**src/rtl/ram2video_pkg.sv**
```systemverilog
// Shared video/line-buffer configuration for the RAM-to-video read side and the write side.
// Holds 640x480@60 timing constants, default buffer geometry, FSM state type and sync bus type.
package ram2video_pkg;

  // Default line-buffer geometry (overridable per instance)
  localparam int unsigned DEF_RAM_ADDRESS_BITS = 15;
  localparam int unsigned DEF_BUFFER_SIZE      = 32;

  // Horizontal timing (pixels)
  localparam int unsigned H_TOTAL      = 800;
  localparam int unsigned H_ACTIVE     = 640;
  localparam int unsigned H_SYNC_START = 656;
  localparam int unsigned H_SYNC_END   = 752;  // exclusive

  // Vertical timing (lines)
  localparam int unsigned V_TOTAL      = 525;
  localparam int unsigned V_ACTIVE     = 480;
  localparam int unsigned V_SYNC_START = 490;
  localparam int unsigned V_SYNC_END   = 492;  // exclusive

  // Counter widths
  localparam int unsigned H_BITS = 10;
  localparam int unsigned V_BITS = 10;

  // Read-side control FSM
  typedef enum logic {
    ST_IDLE = 1'b0,
    ST_RUN  = 1'b1
  } state_t;

  // Per-pixel timing flags travelling down the pipeline; syncs are active-low
  typedef struct packed {
    logic active;
    logic hsync;
    logic vsync;
  } sync_bus_t;

  localparam sync_bus_t SYNC_IDLE = '{active: 1'b0, hsync: 1'b1, vsync: 1'b1};

  // Number of addressable pixels in a ring of buffer_size lines
  function automatic int unsigned ring_pixels(input int unsigned buffer_size);
    return buffer_size * H_ACTIVE;
  endfunction

endpackage

```
**src/rtl/video_timing_gen.sv**
```systemverilog
// 640x480 raster counters and sync/active decode (pipeline stage 0).
// Ports:
//   clock, reset_n   : clock, async active-low reset (already release-synchronised)
//   run              : 1 = count; 0 = hold counters at (0,0) with inactive flags
//   line_start_c     : counter X is 0
//   line_end_c       : counter X is the last pixel of the line
//   frame_end_c      : last pixel of the last line of the frame
//   line_odd         : LSB of counter Y
//   sync_c           : active/hsync/vsync decode for the current counter position
module video_timing_gen
  import ram2video_pkg::*;
(
  input  logic      clock,
  input  logic      reset_n,
  input  logic      run,
  output logic      line_start_c,
  output logic      line_end_c,
  output logic      frame_end_c,
  output logic      line_odd,
  output sync_bus_t sync_c
);

  logic [H_BITS-1:0] counter_x;
  logic [V_BITS-1:0] counter_y;

  assign line_start_c = (counter_x == '0);
  assign line_end_c   = (counter_x == H_BITS'(H_TOTAL - 1));
  assign frame_end_c  = line_end_c && (counter_y == V_BITS'(V_TOTAL - 1));
  assign line_odd     = counter_y[0];

  // Raster counters: X wraps 0..799, Y steps on X wrap and wraps 0..524
  always_ff @(posedge clock or negedge reset_n) begin
    if (!reset_n) begin
      counter_x <= '0;
      counter_y <= '0;
    end else if (!run) begin
      counter_x <= '0;
      counter_y <= '0;
    end else if (line_end_c) begin
      counter_x <= '0;
      counter_y <= frame_end_c ? '0 : counter_y + V_BITS'(1);
    end else begin
      counter_x <= counter_x + H_BITS'(1);
    end
  end

  // Active area and active-low sync decode
  always_comb begin
    sync_c        = SYNC_IDLE;
    sync_c.active = run &&
                    (counter_x < H_BITS'(H_ACTIVE)) &&
                    (counter_y < V_BITS'(V_ACTIVE));
    sync_c.hsync  = !((counter_x >= H_BITS'(H_SYNC_START)) &&
                      (counter_x <  H_BITS'(H_SYNC_END)));
    sync_c.vsync  = !((counter_y >= V_BITS'(V_SYNC_START)) &&
                      (counter_y <  V_BITS'(V_SYNC_END)));
  end

endmodule

```
**src/rtl/ram2video.sv**
```systemverilog
// Reads 640-pixel lines from a line-buffer RAM ring and drives 640x480 RGB video.
// Optional line doubling shows every buffered line twice (240p sources).
// Ports:
//   clock, reset_n     : clock; async active-low reset (release synchronised inside)
//   starttrigger       : one-cycle pulse, writer has filled the trigger point; starts the raster
//   line_doubler       : 1 = each buffered line output twice; sampled at frame start
//   rddata             : RAM read data {R,G,B}, valid one clock after rdaddr
//   rdaddr, rdclock    : RAM read address (registered) and read clock
//   R, G, B, de        : registered pixel data and data-enable
//   hsync, vsync       : registered active-low syncs
// Pipeline: stage0 counters, stage1 rdaddr, stage2 RAM data, stage3 output registers.
module ram2video
  import ram2video_pkg::*;
#(
  parameter int unsigned RAM_ADDRESS_BITS = DEF_RAM_ADDRESS_BITS,
  parameter int unsigned BUFFER_SIZE      = DEF_BUFFER_SIZE
) (
  input  logic                        clock,
  input  logic                        reset_n,
  input  logic                        starttrigger,
  input  logic                        line_doubler,
  input  logic [23:0]                 rddata,
  output logic [RAM_ADDRESS_BITS-1:0] rdaddr,
  output logic                        rdclock,
  output logic [7:0]                  R,
  output logic [7:0]                  G,
  output logic [7:0]                  B,
  output logic                        hsync,
  output logic                        vsync,
  output logic                        de
);

  localparam int unsigned AW        = RAM_ADDRESS_BITS;
  localparam int unsigned RING_SIZE = ring_pixels(BUFFER_SIZE);

  localparam logic [AW-1:0] ADDR_LAST      = AW'(RING_SIZE - 1);
  localparam logic [AW-1:0] LINE_STEP      = AW'(H_ACTIVE);
  localparam logic [AW-1:0] LAST_LINE_BASE = AW'(RING_SIZE - H_ACTIVE);

  logic      rst_meta_n;
  logic      rst_sync_n;
  state_t    state;
  state_t    state_nxt;
  logic      run_c;

  logic      line_start_c;
  logic      line_end_c;
  logic      frame_end_c;
  logic      line_odd;
  sync_bus_t sync_c;
  sync_bus_t sync_d1;
  sync_bus_t sync_d2;

  logic [AW-1:0] line_base;
  logic [AW-1:0] base_adv_c;
  logic [AW-1:0] addr_inc_c;
  logic          frame_doubler;

  assign rdclock = clock;

  // Reset: asserts asynchronously, releases two clocks after reset_n rises
  always_ff @(posedge clock or negedge reset_n) begin
    if (!reset_n) begin
      rst_meta_n <= 1'b0;
      rst_sync_n <= 1'b0;
    end else begin
      rst_meta_n <= 1'b1;
      rst_sync_n <= rst_meta_n;
    end
  end

  // FSM state register
  always_ff @(posedge clock or negedge rst_sync_n) begin
    if (!rst_sync_n) begin
      state <= ST_IDLE;
    end else begin
      state <= state_nxt;
    end
  end

  // FSM next state: RUN is left only through reset, so later triggers are ignored
  always_comb begin
    state_nxt = state;
    case (state)
      ST_IDLE: if (starttrigger) state_nxt = ST_RUN;
      ST_RUN:  state_nxt = ST_RUN;
      default: state_nxt = ST_IDLE;
    endcase
  end

  assign run_c = (state == ST_RUN);

  // Stage 0: raster counters and sync decode
  video_timing_gen u_timing (
    .clock        (clock),
    .reset_n      (rst_sync_n),
    .run          (run_c),
    .line_start_c (line_start_c),
    .line_end_c   (line_end_c),
    .frame_end_c  (frame_end_c),
    .line_odd     (line_odd),
    .sync_c       (sync_c)
  );

  // Ring arithmetic with explicit wrap compares (ring need not be a power of two)
  always_comb begin
    base_adv_c = line_base + LINE_STEP;
    if (line_base >= LAST_LINE_BASE) begin
      base_adv_c = line_base - LAST_LINE_BASE;
    end
    addr_inc_c = rdaddr + AW'(1);
    if (rdaddr >= ADDR_LAST) begin
      addr_inc_c = '0;
    end
  end

  // Stage 1: read address and line base. The doubler mode is latched only at
  // frame start so a mid-frame change cannot split a line pair.
  always_ff @(posedge clock or negedge rst_sync_n) begin
    if (!rst_sync_n) begin
      rdaddr        <= '0;
      line_base     <= '0;
      frame_doubler <= 1'b0;
    end else if (!run_c) begin
      rdaddr        <= '0;
      line_base     <= '0;
      frame_doubler <= line_doubler;
    end else begin
      if (sync_c.active) begin
        rdaddr <= line_start_c ? line_base : addr_inc_c;
      end
      if (frame_end_c) begin
        line_base     <= '0;
        frame_doubler <= line_doubler;
      end else if (line_end_c && (!frame_doubler || line_odd)) begin
        // Doubled mode: leaving an even line keeps the base so the odd line re-reads it
        line_base <= base_adv_c;
      end
    end
  end

  // Stages 1-2: timing flags delayed to line up with RAM data
  always_ff @(posedge clock or negedge rst_sync_n) begin
    if (!rst_sync_n) begin
      sync_d1 <= SYNC_IDLE;
      sync_d2 <= SYNC_IDLE;
    end else begin
      sync_d1 <= sync_c;
      sync_d2 <= sync_d1;
    end
  end

  // Stage 3: output registers, pixel data blanked outside the active area
  always_ff @(posedge clock or negedge rst_sync_n) begin
    if (!rst_sync_n) begin
      R     <= '0;
      G     <= '0;
      B     <= '0;
      de    <= 1'b0;
      hsync <= 1'b1;
      vsync <= 1'b1;
    end else begin
      de    <= sync_d2.active;
      hsync <= sync_d2.hsync;
      vsync <= sync_d2.vsync;
      if (sync_d2.active) begin
        {R, G, B} <= rddata;
      end else begin
        {R, G, B} <= '0;
      end
    end
  end

endmodule

```
**config.mk**
```make
export PLATFORM = sky130hd
export DESIGN_NAME = ram2video
export DESIGN_NICKNAME = d
export VERILOG_FILES = /design/src/rtl/ram2video_pkg.sv /design/src/rtl/video_timing_gen.sv /design/src/rtl/ram2video.sv
export SDC_FILE = /design/constraint.sdc
export NUM_CORES = 1
export LEC_CHECK = 0
export ABC_AREA = 0
export ABC_CLOCK_PERIOD_IN_PS = 6100
export BUFFER_PORTS_ARGS = -buffer_cell sky130_fd_sc_hd__buf_2
export CAP_MARGIN = 20
export CORE_MARGIN = 1.5
export CORE_UTILIZATION = 60
export CTS_CLUSTER_DIAMETER = 100
export CTS_CLUSTER_SIZE = 28
export DETAILED_ROUTE_END_ITERATION = 16
export PLACE_DENSITY = 0.82
export SLEW_MARGIN = 40
export SYNTH_ARGS = -nofsm -noshare
export SYNTH_HDL_FRONTEND = slang
export SYNTH_HIERARCHICAL = 1
export SYNTH_SLANG_ARGS = --single-unit
```
**constraint.sdc**
```tcl
create_clock -name clock -period 6.1 [get_ports clock]
set_clock_uncertainty 0.2 [all_clocks]
set_input_delay 0.305 -clock clock [delete_from_list [all_inputs] [get_ports clock]]
set_output_delay 0.305 -clock clock [all_outputs]
set_load 0.01 [all_outputs]
```
==> flow_summary_export.csv <==
group,metric,value,unit
clocking,clock_pin_slew_reported_for_the_worst_setup_and_hold_paths_after_clock_tree_synthesis,0.08,ns
drt,sum_of_met2_wire_segment_lengths_after_detailed_routing,4430,um
sta,timing_max_transition_violations_final,0,
grt,grt_max_degree,44,
synthesis,synthDistinctLibCells,62,
worst_hold_path,hold_path_class,"register to asynchronous set/reset pin",
grt,first_pass_grt_wire_length,15300,um
synthesis,synthesis.area_per_instance,9.93,sq um
critical_path,r2r-end,"rdaddr[6]",
floorplanning,design.die.area,6960,sq um
synthesis,synth_area_leader_cell,"sky130_fd_sc_hd__dfrtp_1",
run_status,outcome,"completed",
power_and_ir_drop,irDropWorstVdd,0.000212,V
drt,via_count,3307,
critical_path,slowest_delay,0.13,ns
synthesis,synth-seq-cells,80,
finish,layout.core_utilization,0.762,
floorplanning,die_y,83.4,um
critical_path,cp_max_fo,2,
critical_path,chain_of_cells_forming_the_critical_path,"clkbuf_8 > clkbuf_8 > buf_2",
floorplanning,design.core.area,6310,sq um
placed_design,numPortBuffers,70,
synthesis,synth.yosys.seq_area_share,0.518,
drt,final_antenna_net_count,0,
critical_path,worstSetupStartpointType,"clock port",
clocking,tritoncts,"built",
power_and_ir_drop,p_leak,2.22,nW
placed_design,dpl.hpwl,5730,um
drt,drtPass1Iterations,5,
critical_path,worst-endpoint-required,5.59,ns
placed_design,dpl_worst_slack,2.43,ns
sta,hold_ws,0.102,ns
synthesis,synth-warning-count,6,
finish,filler_cell_count,399,
floorplanning,floorplan.die.width,83.4,um
critical_path,worst_ep_arrival,3.40,ns
drt,via_count_normalized_by_instance_count,5.82,
clocking,ctsResizeCount,0,
clocking,clk-insertion-delay-late,0.44,ns
drt,wl_per_cell,16.3,um
sta,max-slew-margin-rel,0.531,
grt,overflow,0,
critical_path,critical_path.slowest_cell,"sky130_fd_sc_hd__buf_2",
synthesis,synth_ff_type,"sky130_fd_sc_hd__dfrtp_1",
floorplanning,fp-row-count,29,
clocking,cts-hold-fix-buffers,28,
critical_path,worstSetupEndpointType,"output pin",
drt,routed_length_on_met1,4150,um
sta,tightest_slew,0.704,ns
flow_run,max-cap-violations,0,
synthesis,synth_edf_count,0,
floorplanning,pin_count,71,
critical_path,crit_type,"clock port to output pin",
critical_path,reg2regPathDepth,6,
finish,layout-drive-gt1-share,0.246,
synthesis,synth_area_leaders,"sky130_fd_sc_hd__dfrtp_1 48%, sky130_fd_sc_hd__and2_1 4.2%, sky130_fd_sc_hd__dfstp_2 4.1%",
finish,num-nets-final,520,
drt,drt_iter0_markers,342,
synthesis,syn_area,3880,sq um
drt,top_layer,"met4",
power_and_ir_drop,power_density,313,nW/um^2
placed_design,finalWeightedCongestion,0.868,
drt,route.detailed.drc,0,
finish,num_antenna_cells,0,
synthesis,synthesized_instance_count,391,
sta,rsz0062_at_grt,"false",
synthesis,post-synth-top-count-cell,"sky130_fd_sc_hd__dfrtp_1",
drt,drt_wl_total,9250,um
critical_path,reg2reg_from,"run_c",
synthesis,mappedNetlistNets,425,
grt,groute.usage.overall,0.279,
grt,antenna_found_initial,0,
synthesis,synth_top_area_share,0.477,
grt,grt_pass1_vias,3182,
critical_path,critPathCapture,"rdclock",
finish,areaGrowthSynthToFinish,24.0,%
critical_path,r2r_setup_slack,3.13,ns
sta,setup_total_negative_slack,0,ns
sta,setup_viol_count_final,0,
clocking,postCtsSetupRepairBufs,0,
synthesis,leading_cell_types_by_count_after_synthesis,"74 x sky130_fd_sc_hd__dfrtp_1, 37 x sky130_fd_sc_hd__nand2_1, 36 x sky130_fd_sc_hd__nor2_1",
sta,final_hold_fails,0,
floorplanning,initial_utilization,0.615,
critical_path,timing.critical_path.mode_cell,"sky130_fd_sc_hd__clkbuf_8",
drt,met3_length,519,um
critical_path,source_of_the_critical_timing_path,"clock",
sta,postLayoutSetupSlackWorst,2.19,ns
synthesis,asyncSetResetFlopFracSynth,1.00,
## placed cells by master (no fill, tap or decap), types with 3 or more instances in the layout
cell | Yosys | final
sky130_fd_sc_hd__o21ai_0 | 15 | 15
sky130_fd_sc_hd__o22ai_1 | 3 | 3
sky130_fd_sc_hd__and2_1 | 26 | 26
sky130_fd_sc_hd__o31ai_1 | 4 | 4
sky130_fd_sc_hd__nand2b_1 | 4 | 4
sky130_fd_sc_hd__dfstp_2 | 6 | 6
sky130_fd_sc_hd__a21oi_1 | 18 | 18
sky130_fd_sc_hd__or4_1 | 3 | 3
sky130_fd_sc_hd__xnor2_1 | 6 | 6
sky130_fd_sc_hd__inv_1 | 13 | 13
sky130_fd_sc_hd__buf_4 | 2 | 3
sky130_fd_sc_hd__clkbuf_8 | 0 | 13
sky130_fd_sc_hd__nand2_1 | 37 | 37
sky130_fd_sc_hd__nand3b_1 | 3 | 3
sky130_fd_sc_hd__nor4_1 | 5 | 4
sky130_fd_sc_hd__o21a_1 | 4 | 4
sky130_fd_sc_hd__or3_1 | 5 | 5
sky130_fd_sc_hd__xor2_1 | 10 | 10
sky130_fd_sc_hd__dlygate4sd3_1 | 0 | 28
sky130_fd_sc_hd__and3_2 | 3 | 3
sky130_fd_sc_hd__and3_1 | 4 | 4
sky130_fd_sc_hd__nor3_1 | 5 | 4
sky130_fd_sc_hd__ha_1 | 6 | 6
sky130_fd_sc_hd__nand3_1 | 20 | 20
sky130_fd_sc_hd__nor2_1 | 36 | 36
sky130_fd_sc_hd__buf_2 | 5 | 70
sky130_fd_sc_hd__or2_2 | 3 | 3
sky130_fd_sc_hd__a311oi_1 | 4 | 4
sky130_fd_sc_hd__a31oi_1 | 6 | 6
sky130_fd_sc_hd__nand4_1 | 6 | 6
sky130_fd_sc_hd__dfrtp_1 | 74 | 73
## layer usage
metal	vias up	track usage
met5	-	0
met1	1596	0.364
met2	126	0.452
met3	11	0.0527
met4	0	0.134
li1	1574	-
## worst min-delay path by stage
stage / slack [ns] / start / to
2_1_floorplan: -0.19 / reset_n / rst_meta_n
3_3_place_gp: -0.11 / reset_n / rst_meta_n
3_5_place_dp: -0.11 / reset_n / rst_meta_n
4_1_cts: 0.11 / rst_sync_n / B[7]
5_1_grt: 0.14 / rst_sync_n / R[5]
6_report: 0.10 / rst_sync_n / R[5]
## where the power goes
group	total [mW]	leakage (nW)	internal [mW]	switching, mW
sequential	0.729	0.970	0.607	0.122
clock	0.457	0.124	0.248	0.209
combinational	0.321	1.12	0.168	0.153
## worst max-delay path: cells and delay by family
| family | cells | cell delay [ns] |
|---|---|---|
| buffers and inverters | 3 | 0.36 |
## metrics by stage
stage	cell area [sq um]	instances	power (mW)
finish	4810	568	1.51
global route	4810	568	1.59
CTS	4810	568	1.51
detailed placement	4280	521	1.05
global placement	4250	520	1.03
floorplan	3880	391	0.937
## cell families (layout without fill, tap and decap cells)
| kind of cell | after synthesis | after routing | synth area share |
|---|---|---|---|
| adders and majority gates | 6 | 6 | 0.0193 |
| DFF | 80 | 80 | 0.518 |
| AOI/OAI and AO/OA | 70 | 70 | 0.119 |
| and+or+nand+nor | 181 | 181 | 0.259 |
| buffers and inverters | 34 | 134 | 0.0403 |
| muxes | 3 | 3 | 0.00806 |
| xor gates and xnor gates | 16 | 16 | 0.0361 |
| other | 1 | 1 | 0.000966 |
## state kept, by name, summed over array words and instances, names as in the netlist, 3 cells and up
register	flops
u_timing/counter_x	10
sync_d2	3
sync_d1	3
G	8
B	8
rdaddr	15
u_timing/counter_y	10
R	8
line_base	8
## layout make-up
cell class                 count  area (sq um)  share of cell area
timing repair buffer         101           668               0.139
sequential                    80          2010               0.418
clock inverter                 6          67.6              0.0140
tap                           77          96.3              0.0200
multi-input combinational    277          1730               0.360
clock buffer                  14           184              0.0382
inverter                      13          48.8              0.0101
Note: power is estimated with default switching activity, not from simulation.
